[src/rtl/ks_pkg.sv]
// Shared types and constants for the Karplus-Strong delay-line sequencer.
// Holds the state encoding, default widths, minimum length and the tick pipeline stage codes.
package ks_pkg;

    localparam int KS_ADDR_W  = 16;
    localparam int KS_DATA_W  = 16;
    localparam int KS_MIN_LEN = 2;

    typedef enum logic [1:0] {
        ST_IDLE   = 2'd0,
        ST_CLEAR  = 2'd1,
        ST_EXCITE = 2'd2,
        ST_RING   = 2'd3
    } ks_state_e;

    // Tick pipeline position: read issue, data capture, write-back.
    typedef logic [1:0] ks_stg_t;
    localparam ks_stg_t STG_NONE = 2'd0;
    localparam ks_stg_t STG_RD   = 2'd1;
    localparam ks_stg_t STG_CAP  = 2'd2;
    localparam ks_stg_t STG_WR   = 2'd3;

endpackage

[src/rtl/ks_delay_ctrl_if.sv]
// RAM port bundle between the delay-line sequencer and its block RAM.
// master: drives read/write address, enables and write data; slave: returns rd_data.
interface ks_delay_ctrl_if
    import ks_pkg::*;
#(
    parameter int ADDR_W = KS_ADDR_W,
    parameter int DATA_W = KS_DATA_W
) ();

    logic              rd_en;
    logic [ADDR_W-1:0] rd_addr;
    logic [DATA_W-1:0] rd_data;
    logic              wr_en;
    logic [ADDR_W-1:0] wr_addr;
    logic [DATA_W-1:0] wr_data;

    modport master (
        output rd_en, rd_addr, wr_en, wr_addr, wr_data,
        input  rd_data
    );

    modport slave (
        input  rd_en, rd_addr, wr_en, wr_addr, wr_data,
        output rd_data
    );

endinterface

[src/rtl/ks_wrap_ptr.sv]
// Modulo counter for the circular-buffer pointer: counts 0..limit-1 then wraps.
// Ports: clk, rst (sync), clr (load 0), adv (step), limit (modulus); ptr, wrap (ptr is limit-1).
module ks_wrap_ptr
    import ks_pkg::*;
#(
    parameter int W = KS_ADDR_W
) (
    input  logic         clk,
    input  logic         rst,
    input  logic         clr,
    input  logic         adv,
    input  logic [W-1:0] limit,
    output logic [W-1:0] ptr,
    output logic         wrap
);

    logic [W-1:0] ptr_q, ptr_d;

    assign wrap = (ptr_q == limit - W'(1));
    assign ptr  = ptr_q;

    always_comb begin
        ptr_d = ptr_q;
        if (clr)
            ptr_d = '0;
        else if (adv)
            ptr_d = wrap ? '0 : ptr_q + W'(1);
    end

    always_ff @(posedge clk) begin
        if (rst)
            ptr_q <= '0;
        else
            ptr_q <= ptr_d;
    end

endmodule

[src/rtl/ks_delay_ctrl.sv]
// Karplus-Strong delay-line sequencer: per sample tick reads the oldest sample, writes back
// noise (excite) or filter output (ring), and advances the ring pointer; also zero-fills the RAM.
// Ports: a_clk, sclr; sample_tick, trigger, clear_req, delay_len, sustain_len, dnoise, dfilter;
// ram (RAM master bundle); q, q_valid, state, busy, overrun.
module ks_delay_ctrl
    import ks_pkg::*;
#(
    parameter int ADDR_W  = KS_ADDR_W,
    parameter int DATA_W  = KS_DATA_W,
    parameter int MIN_LEN = KS_MIN_LEN
) (
    input  logic              a_clk,
    input  logic              sclr,
    input  logic              sample_tick,
    input  logic              trigger,
    input  logic              clear_req,
    input  logic [ADDR_W-1:0] delay_len,
    input  logic [15:0]       sustain_len,
    input  logic [DATA_W-1:0] dnoise,
    input  logic [DATA_W-1:0] dfilter,
    ks_delay_ctrl_if.master   ram,
    output logic [DATA_W-1:0] q,
    output logic              q_valid,
    output logic [1:0]        state,
    output logic              busy,
    output logic              overrun
);

    localparam logic [ADDR_W-1:0] MIN_L = ADDR_W'(MIN_LEN);

    ks_state_e         state_q, state_d;
    ks_stg_t           stg_q, stg_d;
    logic [ADDR_W-1:0] len_q, len_d;
    logic [ADDR_W-1:0] clr_q, clr_d;
    logic [15:0]       sus_q, sus_d;
    logic [15:0]       scnt_q, scnt_d;
    logic [DATA_W-1:0] q_q, q_d;
    logic              pend_q, pend_d;
    logic              ovr_q, ovr_d;

    logic              inflight, active, trig_ok;
    logic              done, restart, accept;
    logic [ADDR_W-1:0] ptr;
    logic              wrap;

    assign inflight = (stg_q != STG_NONE);
    assign done     = (stg_q == STG_WR);
    assign active   = (state_q == ST_EXCITE) || (state_q == ST_RING);
    assign trig_ok  = trigger && (state_q != ST_CLEAR);

    // A trigger seen while a tick is in flight waits for that tick's
    // write-back edge so the old write completes with the old source.
    assign restart = (trig_ok && !inflight)
                   || (done && (pend_q || trig_ok));

    assign accept = sample_tick && !inflight && (active || trig_ok);

    ks_wrap_ptr #(.W(ADDR_W)) u_ptr (
        .clk   (a_clk),
        .rst   (sclr),
        .clr   (restart),
        .adv   (done),
        .limit (len_q),
        .ptr   (ptr),
        .wrap  (wrap)
    );

    always_comb begin
        state_d = state_q;
        stg_d   = stg_q;
        len_d   = len_q;
        clr_d   = clr_q;
        sus_d   = sus_q;
        scnt_d  = scnt_q;
        q_d     = q_q;
        pend_d  = pend_q;
        ovr_d   = ovr_q;

        unique case (stg_q)
            STG_NONE: if (accept) stg_d = STG_RD;
            STG_RD:   stg_d = STG_CAP;
            STG_CAP: begin
                stg_d = STG_WR;
                q_d   = ram.rd_data;
            end
            STG_WR:   stg_d = STG_NONE;
        endcase

        if (sample_tick && inflight)
            ovr_d = 1'b1;

        if (trig_ok) begin
            len_d = (delay_len < MIN_L) ? MIN_L : delay_len;
            sus_d = sustain_len;
            if (inflight && !done)
                pend_d = 1'b1;
        end

        unique case (state_q)
            ST_IDLE: begin
                if (!trig_ok && clear_req) begin
                    state_d = ST_CLEAR;
                    clr_d   = '0;
                end
            end
            ST_CLEAR: begin
                clr_d = clr_q + ADDR_W'(1);
                if (&clr_q)
                    state_d = ST_IDLE;
            end
            ST_EXCITE: begin
                // Excite starts at ptr 0, so the first wrap means
                // len noise samples are now in the buffer.
                if (done && wrap)
                    state_d = ST_RING;
            end
            ST_RING: begin
                if (done) begin
                    scnt_d = scnt_q + 16'd1;
                    if (sus_q != 16'd0 && scnt_d == sus_q)
                        state_d = ST_IDLE;
                end
            end
        endcase

        if (restart) begin
            state_d = ST_EXCITE;
            scnt_d  = '0;
            pend_d  = 1'b0;
        end
    end

    always_ff @(posedge a_clk) begin
        if (sclr) begin
            state_q <= ST_IDLE;
            stg_q   <= STG_NONE;
            len_q   <= '0;
            clr_q   <= '0;
            sus_q   <= '0;
            scnt_q  <= '0;
            q_q     <= '0;
            pend_q  <= 1'b0;
            ovr_q   <= 1'b0;
        end else begin
            state_q <= state_d;
            stg_q   <= stg_d;
            len_q   <= len_d;
            clr_q   <= clr_d;
            sus_q   <= sus_d;
            scnt_q  <= scnt_d;
            q_q     <= q_d;
            pend_q  <= pend_d;
            ovr_q   <= ovr_d;
        end
    end

    assign ram.rd_en   = (stg_q == STG_RD);
    assign ram.rd_addr = ptr;
    assign ram.wr_en   = done || (state_q == ST_CLEAR);
    assign ram.wr_addr = (state_q == ST_CLEAR) ? clr_q : ptr;
    assign ram.wr_data = !done ? '0
                       : (state_q == ST_EXCITE) ? dnoise : dfilter;

    assign q       = q_q;
    assign q_valid = done;
    assign state   = state_q;
    assign busy    = inflight || (state_q == ST_CLEAR);
    assign overrun = ovr_q;

endmodule

[src/flat_wrapper.sv]
// flat-port wrapper written by rule: the top's interface ports become plain ports
module ks_delay_ctrl_flat import ks_pkg::*;
#(
    parameter int ADDR_W  = KS_ADDR_W,
    parameter int DATA_W  = KS_DATA_W,
    parameter int MIN_LEN = KS_MIN_LEN
)
  (a_clk, sclr, sample_tick, trigger, clear_req, delay_len, sustain_len, dnoise, dfilter, q, q_valid, state, busy, overrun, ram_rd_en, ram_rd_addr, ram_wr_en, ram_wr_addr, ram_wr_data, ram_rd_data);
  ks_delay_ctrl_if #(.ADDR_W(ADDR_W), .DATA_W(DATA_W)) ram_i ();
  input  logic a_clk;
  input  logic sclr;
  input  logic sample_tick;
  input  logic trigger;
  input  logic clear_req;
  input  logic [ADDR_W-1:0] delay_len;
  input  logic [15:0] sustain_len;
  input  logic [DATA_W-1:0] dnoise;
  input  logic [DATA_W-1:0] dfilter;
  output logic [DATA_W-1:0] q;
  output logic q_valid;
  output logic [1:0] state;
  output logic busy;
  output logic overrun;
  output wire logic [$bits(ram_i.rd_en)-1:0] ram_rd_en;
  output wire logic [$bits(ram_i.rd_addr)-1:0] ram_rd_addr;
  output wire logic [$bits(ram_i.wr_en)-1:0] ram_wr_en;
  output wire logic [$bits(ram_i.wr_addr)-1:0] ram_wr_addr;
  output wire logic [$bits(ram_i.wr_data)-1:0] ram_wr_data;
  input wire logic [$bits(ram_i.rd_data)-1:0] ram_rd_data;
  assign ram_rd_en = ram_i.rd_en;
  assign ram_rd_addr = ram_i.rd_addr;
  assign ram_wr_en = ram_i.wr_en;
  assign ram_wr_addr = ram_i.wr_addr;
  assign ram_wr_data = ram_i.wr_data;
  assign ram_i.rd_data = ram_rd_data;
  ks_delay_ctrl #(.ADDR_W(ADDR_W), .DATA_W(DATA_W), .MIN_LEN(MIN_LEN)) u_core (.a_clk(a_clk), .sclr(sclr), .sample_tick(sample_tick), .trigger(trigger), .clear_req(clear_req), .delay_len(delay_len), .sustain_len(sustain_len), .dnoise(dnoise), .dfilter(dfilter), .ram(ram_i), .q(q), .q_valid(q_valid), .state(state), .busy(busy), .overrun(overrun));
endmodule
[config.mk]
export PLATFORM = sky130hd
export DESIGN_NAME = ks_delay_ctrl_flat
export DESIGN_NICKNAME = d
export VERILOG_FILES = /design/src/rtl/ks_pkg.sv /design/src/rtl/ks_delay_ctrl_if.sv /design/src/rtl/ks_wrap_ptr.sv /design/src/rtl/ks_delay_ctrl.sv /design/src/flat_wrapper.sv
export SDC_FILE = /design/constraint.sdc
export NUM_CORES = 1
export LEC_CHECK = 0
export BUFFER_PORTS_ARGS = -buffer_cell sky130_fd_sc_hd__buf_2
export CORE_AREA = 2 2 114 116
export CTS_CLUSTER_DIAMETER = 80
export DETAILED_ROUTE_END_ITERATION = 8
export DIE_AREA = 0 0 116 118
export GPL_ROUTABILITY_DRIVEN = 0
export HOLD_SLACK_MARGIN = 0.03
export PLACE_DENSITY_LB_ADDON = 0.1
export SYNTH_ARGS = -nofsm -noshare
export SYNTH_HDL_FRONTEND = slang
export SYNTH_HIERARCHICAL = 1
export SYNTH_SLANG_ARGS = --single-unit
export TNS_END_PERCENT = 1
[constraint.sdc]
create_clock -name a_clk -period 2.9 [get_ports a_clk]
set_clock_uncertainty 0.2 [all_clocks]
set_input_delay 0 -clock a_clk [delete_from_list [all_inputs] [get_ports a_clk]]
set_output_delay 0 -clock a_clk [all_outputs]
set_load 0.02 [all_outputs]
Word-level counts from Yosys, hierarchy flattened
Cells that the tools add are included.
{"block": "word_totals", "ff_bits": 102, "latch_bits": 0, "mem_bits_rw": 0, "mem_bits_ro": 0, "input_bits": 85, "out_inout_bits": 71, "elab_cells": 83, "memories": 0}
{"block": "classes", "n_addsub": 4, "multipliers": 0, "div": 0, "magnitude_cmp": 1, "n_eq_ne": 20, "n_shift": 0, "muxes": 16, "bitwise": 0, "reduce_logical": 31}
{"cell": "16-bit two-way mux", "n": 6}
{"cell": "16-bit by 1-bit adder with 16-bit output, second input constant", "n": 3}
{"cell": "16-bit equality test", "n": 2}
{"cell": "16-bit one-hot mux with 2 select lines", "n": 1}
{"cell": "16-bit by 2-bit < comparator with 1-bit output, second input constant", "n": 1}
{"cell": "2-bit one-hot mux with 4 select lines", "n": 2}
{"cell": "16-bit AND reduction", "n": 1}
{"cell": "16-bit nonzero test", "n": 1}
{"cell": "16-bit by 1-bit subtractor with 16-bit output, second input constant", "n": 1}
{"cell": "2-bit two-way mux", "n": 7}
{"cell": "1-bit logical AND", "n": 10}
{"cell": "2-bit by 1-bit != test with 1-bit output, second input constant", "n": 5}
{"cell": "5-bit AND reduction", "n": 2}
{"cell": "3-bit by 1-bit != test with 1-bit output, second input constant", "n": 3}
{"cell": "2-bit equality test, second input constant", "n": 4}
{"cell": "1-bit logical OR", "n": 6}
{"cell": "3-bit by 2-bit != test with 1-bit output, second input constant", "n": 2}
{"cell": "2-bit AND reduction", "n": 3}
{"cell": "2-bit by 1-bit equality test with 1-bit output, second input constant", "n": 2}
{"cell": "2-bit zero test", "n": 2}
{"cell": "2-bit != test, second input constant", "n": 2}
{"cell": "2-bit nonzero test", "n": 2}
{"cell": "1-bit zero test", "n": 3}
{"cell": "2-bit OR reduction", "n": 1}

Longest topological paths before layout
Gate-level depths: netlist of run 1.
{"block": "depth", "depth_word": 7, "mapped_depth": 12, "ltp_nobuf": 11}

Modules after synthesis
The synthesis of run 1 kept the hierarchy.
{"module": "ks_delay_ctrl", "instances": 1, "cells_each": 625, "area_each_um2": 4630.7, "seq_area_each_um2": 1721.7}
{"module": "ks_wrap_ptr", "instances": 1, "cells_each": 168, "area_each_um2": 1397.6, "seq_area_each_um2": 320.3}

Worst setup path before layout of run 1
No wires, ideal clock.
{"block": "synth_timing", "path_kind": "flip-flop to flip-flop", "startpoint": "register u_core.len_q[0]", "endpoint": "register u_core.state_q[1], in the netlist u_core/state[1]", "setup_ns": 0.139, "arrival_time_ns": 2.599, "required_ns": 2.561, "setup_slack_ns": -0.038, "stages_incl_launch_ff": 13, "n_path_buf": 1, "synth_period_minus_slack_ns": 2.938, "path_cell_list": "dfxtp_1 -> inv_1 -> ha_1 -> nor2b_1 -> or3_1 -> a31oi_1 -> nand4_1 -> nor4_4 -> buf_6 -> a311o_1 -> o2111ai_1 -> nor2_1 -> a31oi_1"}
{"block": "synth_via", "elab_chain_len": 5}
{"item": "start: declaration", "line": "ks_delay_ctrl.sv:33", "source": "logic [ADDR_W-1:0] len_q, len_d;"}
{"item": "start signal: assignment", "line": "ks_delay_ctrl.sv:147", "source": "len_q <= len_d;"}
{"item": "16-bit by 1-bit subtractor with 16-bit output", "line": "ks_wrap_ptr.sv:19", "source": "assign wrap = (ptr_q == limit - W'(1));"}
{"item": "16-bit equality test", "line": "ks_wrap_ptr.sv:19"}
{"item": "named net u_core.wrap", "line": "ks_delay_ctrl.sv:44", "source": "logic wrap;"}
{"item": "1-bit logical AND", "line": "ks_delay_ctrl.sv:114", "source": "if (done && wrap)"}
{"item": "3-bit by 2-bit != test with 1-bit output (no source line)"}
{"item": "5-bit AND reduction (no source line)"}
{"item": "end signal: assignment", "line": "ks_delay_ctrl.sv:145", "source": "state_q <= state_d;"}
{"item": "end: declaration", "line": "ks_delay_ctrl.sv:31", "source": "ks_state_e state_q, state_d;"}
The timed path passes the listed nets, and every way through them passes these cells.
A chain may end at the register's enable or synchronous reset.

Final worst setup path of run 1
{"block": "layout_timing", "startpoint": "input delay_len[9]", "endpoint": "register u_core.len_q[0]"}
{"block": "layout_via", "elab_chain_len": 2}
{"item": "start: declaration", "line": "flat_wrapper.sv:15", "source": "input logic [ADDR_W-1:0] delay_len;"}
{"item": "16-bit by 2-bit < comparator with 1-bit output", "line": "ks_delay_ctrl.sv:93", "source": "len_d = (delay_len < MIN_L) ? MIN_L : delay_len;"}
{"item": "16-bit two-way mux", "line": "ks_delay_ctrl.sv:93"}
Every way passes these cells.

==> run metrics, run 1 <==
# rows=41; CP bufs+invs=4; syn_nets=886; f_max=348 MHz; Clk Latency, worst-skew pair=0.35 ns; First-pass DRT Iterations=5; number of synthesized flops with an enable pin=0; WS Path Type=input port to flop; Int Pwr=2.69 mW; most frequent cell after synthesis=nand2_1; power density cells=509 nW/µm²; worst rel slew slack=35.5%; hpwl dp=12400 µm; io pins=156; FF+latch area=2040 µm²; Layout fillers=1075; area leader, netlist=dfxtp_1; CTS buffer count=9; wire per inst=15.5 µm; crit-path max FO=2; synth cell count leaders=nand2_1 (183), dfxtp_1 (102), nor2_1 (69); grt ovf=0; adder-cell area share of the yosys netlist=1.66%; Peak VDD IR=361 µV; Starting DRT DRC Count=550; ys async rst share=0%; MaxCap Viol Count=0; worst setup margin=0.0268 ns; Clock Pin Slew Worst Setup and Hold Paths=0.07 ns; fin crit share=99.1%; effective utilization at floorplan=48.6%; largest net degree at the start of global routing=48; most used cell, CP=dlygate4sd3_1; startpoint types=input port; All-Layer GR Usage=26.0%; post-route minimum period=2.87 ns; Clk pwr share=29.5%; Post-synth top flop=dfxtp_1; CP Cell Sequence=dlygate4sd3_1 -> buf_2 -> or4_1 -> nor4_2 -> a31oi_1 -> a22oi_1 -> dlygate4sd3_1 -> nor2_1 -> dlygate4sd3_1; Crit. End Element=flop; Mapped Avg Cell Area=7.60 µm²; Mapped Area=6030 µm²; placed cell areas=6920 µm²; Slew Limit Fails=0; Die X=116 µm; Ant. Diodes=0; number of global-route vias before repair=6240; die footprint=13700 µm²; fin area=8030 µm²; DRT antenna net count=0; Setup Slack @ Placement=-0.0410 ns; Total Power=4.09 mW; final wirelength=18300 µm; register area share after synthesis=33.9%; combinational share of power=31.1%; H-tree depth=3; Gate Count Post-Synth=793; status=finished clean; CTS tree=yes; Sink Count=102; final setup fails=0; Synth Area in Simple Gates=30.3%; Leakage=3.38 nW; Yosys warning count=6; clock root buffer=clkbuf_16; Die Y=118 µm; Worst Hold Class=input port to primary output; synthesis-to-finish area growth=33.1%; NumNets Final=1097; WP data required=2.93 ns; core area=12400 µm²; Non-Filler Instances=1180; Switching Power=1.39 mW; setup repair after global routing missed its margin=true; largest family of logic cells by synthesized area=simple AND/OR/NAND/NOR gates; highest-delay cell along the critical path=dlygate4sd3_1; Post-Synth XOR/XNOR Area=10.3%; post-synthesis mux area share=3.51%; Synth top area share=33.9%; CTS max path bufs=2; drc violations=0; Inst Count DP=1089; Cell variety after synth=67; flops & latches, synth=102; compound-gate portion of the synthesized area=15.3%; r2r setup slk=0.04 ns; layout cells sized above 1=21.8%; slowest cell delay on critical path=0.59 ns; number of port buffers=155; Fin. Hold Viols=0; initial antenna violation count=0; largest cells by area after synthesis=dfxtp_1 (34%), nand2_1 (11%), xnor2_1 (6.2%); Seq pwr share=39.4%; vias=6544; delay-heaviest family, CP=buffers and inverters; Via density=5.55; slew of the pin with the lowest slew margin=0.968 ns; Worst EP arrival=2.90 ns; Multi-input gate area=3750 µm²; first-pass GRT wire length=28900 µm; Switching Share=34.1%
==> repair_timing <==
item                       CTS  global route
hold endpoints to repair    52             0
hold buffers                73             0
setup buffers                0             3
setup endpoints to repair    1            17
pin swaps                    0             2
resized for setup            3             9
==> power by group through the flow <==
stage	Combinational (mW)	Sequential, mW	Clock (mW)
final	1.27	1.61	1.20
after floorplan	0.756	1.67	0
after global routing	1.39	1.62	1.29
after CTS	1.23	1.60	1.23
after detailed placement	1.13	1.63	0
after global placement	1.11	1.63	0
==> final cells by class <==
| class | count | share of cell area, % |
|---|---|---|
| Multi-Input combinational cell | 629 | 46.8 |
| Sequential cell | 102 | 25.5 |
| Timing Repair Buffer | 251 | 21.0 |
| Clock buffer | 10 | 2.85 |
| Tap cell | 172 | 2.68 |
| Clock inverter | 5 | 0.764 |
| Inverter | 11 | 0.514 |
==> placed cells by master, fill, tap and decap left out, types with 10 or more instances in the layout <==
cell	Yosys	routed
nand2_1	183	183
buf_2	4	155
nand3_1	21	21
dfxtp_1	102	101
dlygate4sd3_1	0	73
nand4_1	15	15
and3_1	10	10
nor3_1	19	19
a211oi_1	18	18
buf_4	1	22
mux2i_1	20	19
xor2_1	28	28
o21ai_0	19	19
a21oi_1	64	63
xnor2_1	43	43
nor2_1	69	69
inv_1	10	10
==> flip-flops by register name, indices dropped and copies added (netlist names), 2 cells and up <==
name / count
u_core/clr_q: 16
u_core/len_q: 16
u_core/q: 16
u_core/scnt_q: 16
u_core/state: 2
u_core/stg_q: 2
u_core/sus_q: 16
u_core/u_ptr/ptr: 16
==> stage by stage <==
stage | TNS [ns] | hold WS, ns | utilization, %
floorplan | 0 | -0.0656 | -
global placement | 0 | 0.0326 | 55.7
detailed placement | -0.0410 | 0.0446 | 55.7
CTS | 0 | 0.140 | 64.1
global route | -0.0784 | 0.151 | 64.6
finish | 0 | 0.139 | 64.6
==> cells by family after synthesis <==
kind of cell,Yosys count
AOI/OAI and AO/OA,148
xor gates and xnor gates,71
adders and majority gates,8
buffers and inverters,62
DFF,102
muxes,21
and+or+nand+nor,381
==> final timing paths <==
kind / to / start / depth (start not counted)
setup / recovery: u_core/len_q[0] / delay_len[9] / 9
setup reg to reg: u_core/state[1] / u_core/len_q[0] / 11
hold / removal: ram_wr_data[14] / dnoise[14] / 4
hold reg to reg: u_core/overrun / u_core/overrun / 2
==> worst min-delay path: stages <==
cell     delay [ns]
buf_2          0.10
nand2_1        0.04
a21oi_1        0.05
buf_2          0.15
==> layer usage <==
| metal | GRT usage, % | wire [µm] | vias up |
|---|---|---|---|
| li1 | - | - | 3188 |
| met1 | 32.9 | 8030 | 3075 |
| met2 | 43.9 | 8750 | 257 |
| met3 | 4.63 | 1180 | 24 |
| met4 | 9.30 | 351 | 0 |
| met5 | 0 | 0 | - |
Note: power is estimated with default switching activity, not from simulation.
==> inputs of run 2 (changes only) <==
--- a/config.mk
+++ b/config.mk
@@ -6,15 +6,14 @@
 export NUM_CORES = 1
 export LEC_CHECK = 0
 export BUFFER_PORTS_ARGS = -buffer_cell sky130_fd_sc_hd__buf_2
-export CORE_AREA = 2 2 114 116
+export CORE_AREA = 2 2 112 114
 export CTS_CLUSTER_DIAMETER = 80
 export DETAILED_ROUTE_END_ITERATION = 8
-export DIE_AREA = 0 0 116 118
+export DIE_AREA = 0 0 114 116
 export GPL_ROUTABILITY_DRIVEN = 0
 export HOLD_SLACK_MARGIN = 0.03
 export PLACE_DENSITY_LB_ADDON = 0.1
 export SYNTH_ARGS = -nofsm -noshare
 export SYNTH_HDL_FRONTEND = slang
-export SYNTH_HIERARCHICAL = 1
 export SYNTH_SLANG_ARGS = --single-unit
 export TNS_END_PERCENT = 1
==> run metrics, run 2 <==
status=finished clean; Mapped Area=5680 µm²; CP Cell Sequence=buf_4 -> nor4_1 -> nand2_1 -> o311ai_0 -> o211ai_1 -> a2111o_1 -> o21bai_4 -> clkbuf_16 -> nor2_1; setup repair after global routing missed its margin=false; most frequent cells in the layout=nand2_1 (168), buf_2 (155), dfxtp_1 (101); Synth top area share=36.0%; Die X=114 µm; number of port buffers=155; wire per inst=15.2 µm; most common cell after layout, fill and taps aside=nand2_1; number of synthesized flops with an enable pin=0; fin crit share=97.4%; startpoint types=flop; WS Path Type=flop to flop; layout cells sized above 1=21.6%; vias=6022; die footprint=13200 µm²; Post-synth top flop=dfxtp_1; CTS buffer count=9; NumNets Final=1049; f_max=354 MHz; CTS tree=yes; highest-delay cell along the critical path=nor4_1; final setup fails=0; Gate Count Post-Synth=759; initial antenna violation count=0; Mapped Avg Cell Area=7.48 µm²; number of global-route vias before repair=5739; synthesis-to-finish area growth=31.9%; placed cell areas=6600 µm²; Crit. End Element=flop; Clk Latency, worst-skew pair=0.36 ns; Starting DRT DRC Count=438; final wirelength=16900 µm; Worst Setup SP=u_core.len_q[0]; most frequent cell after synthesis=nand2_1; All-Layer GR Usage=25.7%; crit-path max FO=7; syn_nets=852; Yosys warning count=0; drc violations=0; Sink Count=102; MaxCap Viol Count=0; Slew Limit Fails=0; Die Y=116 µm; hold path start=dnoise[7]; FF-to-FF Start=u_core.len_q[0]; clock root buffer=clkbuf_16; Leakage=3.21 nW; slew of the pin with the lowest slew margin=0.730 ns; H-tree depth=3; grt ovf=0; effective utilization at floorplan=47.7%; hpwl dp=11600 µm; Worst Hold Class=input port to primary output; setup TNS=0 ns; worst hold slack=0.141 ns; CTS max path bufs=2; synth cell count leaders=nand2_1 (168), dfxtp_1 (102), nor2_1 (92); # rows=40; largest net degree at the start of global routing=69; Total Power=4.22 mW; area leader, netlist=dfxtp_1; Peak VDD IR=492 µV; Fin. Hold Viols=0; DRT antenna net count=0; register area share after synthesis=36.0%; First-pass DRT Iterations=5; WP data required=2.95 ns; slowest cell delay on critical path=0.48 ns; Layout fillers=1038; core area=11900 µm²; flops & latches, synth=102; io pins=156; Ant. Diodes=0; Core Util, Final=62.9%; ys async rst share=0%; largest cells by area after synthesis=dfxtp_1 (36%), nand2_1 (11%), xnor2_1 (6.5%); fin area=7490 µm²; Clock Pin Slew Worst Setup and Hold Paths=0.07 ns; first-pass GRT wire length=27500 µm; Worst EP arrival=2.88 ns; power density cells=563 nW/µm²; Via density=5.44; Cell variety after synth=55; worst rel slew slack=51.3%; post-route minimum period=2.83 ns
==> run 2: cell types whose count changed after synthesis, moves of 4 or more <==
cell / before / now
nand4_1: 15 / 21
nor2_1: 69 / 92
a22oi_1: 2 / 7
nand2_1: 183 / 168
nor3_1: 19 / 12
o31ai_1: 0 / 4
a211oi_1: 18 / 4
nor2b_1: 7 / 1
inv_1: 10 / 18
==> run 2: metrics by stage <==
step	setup slack (ns)	cells
floorplan	0.0403	759
global placement	0.113	1036
detailed placement	-0.0191	1036
CTS	0.00856	1105
global route	0.00230	1108
finish	0.0743	1108
==> run 2: layer usage <==
metal  track usage [%]  routed length (µm)
met1              33.7                7660
met2              42.6                8030
met3              6.12                 947
met4              7.40                 214
met5                 0                   0
==> run 2: cell families (layout without fill, tap and decap cells) <==
kind of cell               Yosys count  count (layout)  synth area share [%]
xor gates and xnor gates            73              73                  11.3
muxes                               19              19                  3.39
buffers and inverters               62             264                  4.41
adders and majority gates            8               8                  1.76
DFF                                102             102                  36.0
AOI/OAI and AO/OA                  128             128                  14.2
and+or+nand+nor                    367             367                  29.0
==> run 2: worst paths after layout <==
kind | end | slack, ns | cells after the start
max | u_core.u_ptr.ptr[15] | 0.07 | 9
min | ram_wr_data[7] | 0.14 | 4
max reg2reg | u_core.u_ptr.ptr[15] | 0.07 | 9
min reg2reg | u_core.pend_q | 0.26 | 2
==> run 2: layout make-up <==
class                   count  area (µm²)  share of cell area, %
multi-input cells         595        3400                   45.4
flip-flops and latches    102        2040                   27.3
repair buffers            230        1500                   20.1
clock buffers              11         253                   3.38
well taps                 147         184                   2.46
inverters                  18        67.6                  0.902
clock inverters             5        40.0                  0.535
==> run 2: where the power goes <==
group	switching, mW	total, mW	internal, mW
Clock	0.558	1.20	0.637
Sequential	0.106	1.62	1.52
Combinational	0.831	1.40	0.566
==> run 2: timing repair <==
| item | CTS | global route |
|---|---|---|
| hold buffers | 53 | 0 |
| hold endpoints to repair | 63 | 0 |
| buffers inserted | 0 | 2 |
| cloned | 0 | 1 |
| setup endpoints to repair | 10 | 15 |
| pin swaps | 0 | 8 |
| gates resized for setup | 1 | 4 |
==> run 2: critical path, delay by kind of cell (launching register included) <==
family | cells | cell delay, ns
AO/OA/AOI/OAI | 4 | 1.20
flip-flops | 1 | 0.31
buffers and inverters | 2 | 0.34
AND/OR/NAND/NOR | 3 | 0.67
==> inputs of run 3 (changes only) <==
--- a/config.mk
+++ b/config.mk
@@ -6,10 +6,12 @@
 export NUM_CORES = 1
 export LEC_CHECK = 0
 export BUFFER_PORTS_ARGS = -buffer_cell sky130_fd_sc_hd__buf_2
-export CORE_AREA = 2 2 112 114
+export CELL_PAD_IN_SITES_DETAIL_PLACEMENT = 1
+export CELL_PAD_IN_SITES_GLOBAL_PLACEMENT = 1
+export CORE_AREA = 2 2 133 135
 export CTS_CLUSTER_DIAMETER = 80
 export DETAILED_ROUTE_END_ITERATION = 8
-export DIE_AREA = 0 0 114 116
+export DIE_AREA = 0 0 135 137
 export GPL_ROUTABILITY_DRIVEN = 0
 export HOLD_SLACK_MARGIN = 0.03
 export PLACE_DENSITY_LB_ADDON = 0.1
==> run metrics, run 3 (synthesis results as in run 2) <==
status=finished clean; Ant. Diodes=0; Worst Hold Class=input port to flop; First-pass DRT Iterations=4; wire per inst=16.9 µm; initial antenna violation count=0; All-Layer GR Usage=21.6%; core area=17100 µm²; FF-to-FF Start=u_core.len_q[1]; final wirelength=20000 µm; largest net degree at the start of global routing=69; Core Util, Final=44.5%; placed cell areas=6720 µm²; Worst Setup SP=u_core.len_q[1]; CTS buffer count=9; worst setup margin=0.150 ns; number of global-route vias before repair=6382; most common cell after layout, fill and taps aside=nand2_1; slew of the pin with the lowest slew margin=0.755 ns; CTS max path bufs=2; number of port buffers=155; Total Power=4.37 mW; post-route minimum period=2.75 ns; effective utilization at floorplan=33.3%; clock root buffer=clkbuf_16; worst rel slew slack=49.6%; Peak VDD IR=336 µV; Worst EP arrival=2.81 ns; Crit. End Element=flop; Starting DRT DRC Count=250; Sink Count=102; synthesis-to-finish area growth=33.7%; first-pass GRT wire length=32000 µm; hold path start=sclr; Clock Pin Slew Worst Setup and Hold Paths=0.08 ns; DRT antenna net count=0; drc violations=0; vias=6053; final setup fails=0; fin crit share=94.8%; Slew Limit Fails=0; Die X=135 µm; MaxCap Viol Count=0; Via density=5.10; WP data required=2.96 ns; fin area=7590 µm²; most frequent cells in the layout=nand2_1 (168), buf_2 (155), dfxtp_1 (102); grt ovf=0; WS Path Type=flop to flop; CTS tree=yes; Setup Slack @ Placement=-0.0960 ns; setup repair after global routing missed its margin=false; # rows=48; Die Y=137 µm; io pins=156; setup TNS=0 ns; Leakage=3.22 nW; hpwl dp=14400 µm; startpoint types=flop; die footprint=18500 µm²; H-tree depth=3; Clk Latency, worst-skew pair=0.37 ns; layout cells sized above 1=21.4%; crit-path max FO=15; power density cells=576 nW/µm²; Fin. Hold Viols=0; f_max=364 MHz; NumNets Final=1049
## run 3: cell types whose count changed in the layout (fill, tap and decap cells not counted), sizes merged
cell         change
clkbuf           -3
dlygate4sd3      -1
clkinvlp         -2
bufinv           +1
buf              +2
inv              +3
## run 3: final cells by class
type	instances	area, µm²
Clock inverter	7	95.1
Tap cell	225	282
Fill cell	2148	9470
Inverter	18	67.6
Sequential cell	102	2040
Clock buffer	9	225
Multi-Input combinational cell	595	3400
Timing Repair Buffer	230	1480
## run 3: metrics by stage
stage	hold WS [ns]	instances
floorplan	-0.0640	759
global placement	0.0345	1117
detailed placement	0.0491	1117
CTS	0.0455	1185
global route	0.0817	1186
finish	0.0536	1186
## run 3: power by group
group / switching [mW] / internal [mW]
combinational: 0.869 / 0.553
sequential: 0.106 / 1.52
clock: 0.628 / 0.699
## run 3: repair_timing
| item | in CTS | in global routing |
|---|---|---|
| setup endpoints to repair | 15 | 16 |
| hold buffers | 52 | 0 |
| hold endpoints to repair | 52 | 0 |
| cloned | 0 | 0 |
| pin swaps | 0 | 1 |
| buffers inserted | 0 | 1 |
| gates resized for setup | 1 | 1 |
## run 3: per-layer routing
layer  vias to the layer above  share of wire (%)  track usage [%]
met5                         -                  0                0
met4                         0                1.6             6.48
met3                        17                4.0             4.04
met2                       130                 51             39.2
met1                      2915                 43             25.9
li1                       2991                  -                -
## run 3: worst paths after layout
kind | slack (ns) | depth (start not counted) | endpoint
max | 0.15 | 10 | u_core.u_ptr.ptr[3]
min | 0.05 | 3 | u_core.scnt_q[1]
max reg2reg | 0.15 | 10 | u_core.u_ptr.ptr[3]
min reg2reg | 0.30 | 2 | u_core.sus_q[0]
## run 3: critical path: stages (launching register included)
cell,delay (ns)
dfxtp_1,0.31
inv_1,0.07
ha_1,0.16
or4b_4,0.51
a2111oi_4,0.32
o21a_1,0.14
o211ai_1,0.09
a2111o_1,0.43
o21bai_4,0.19
buf_12,0.15
nor2_1,0.05
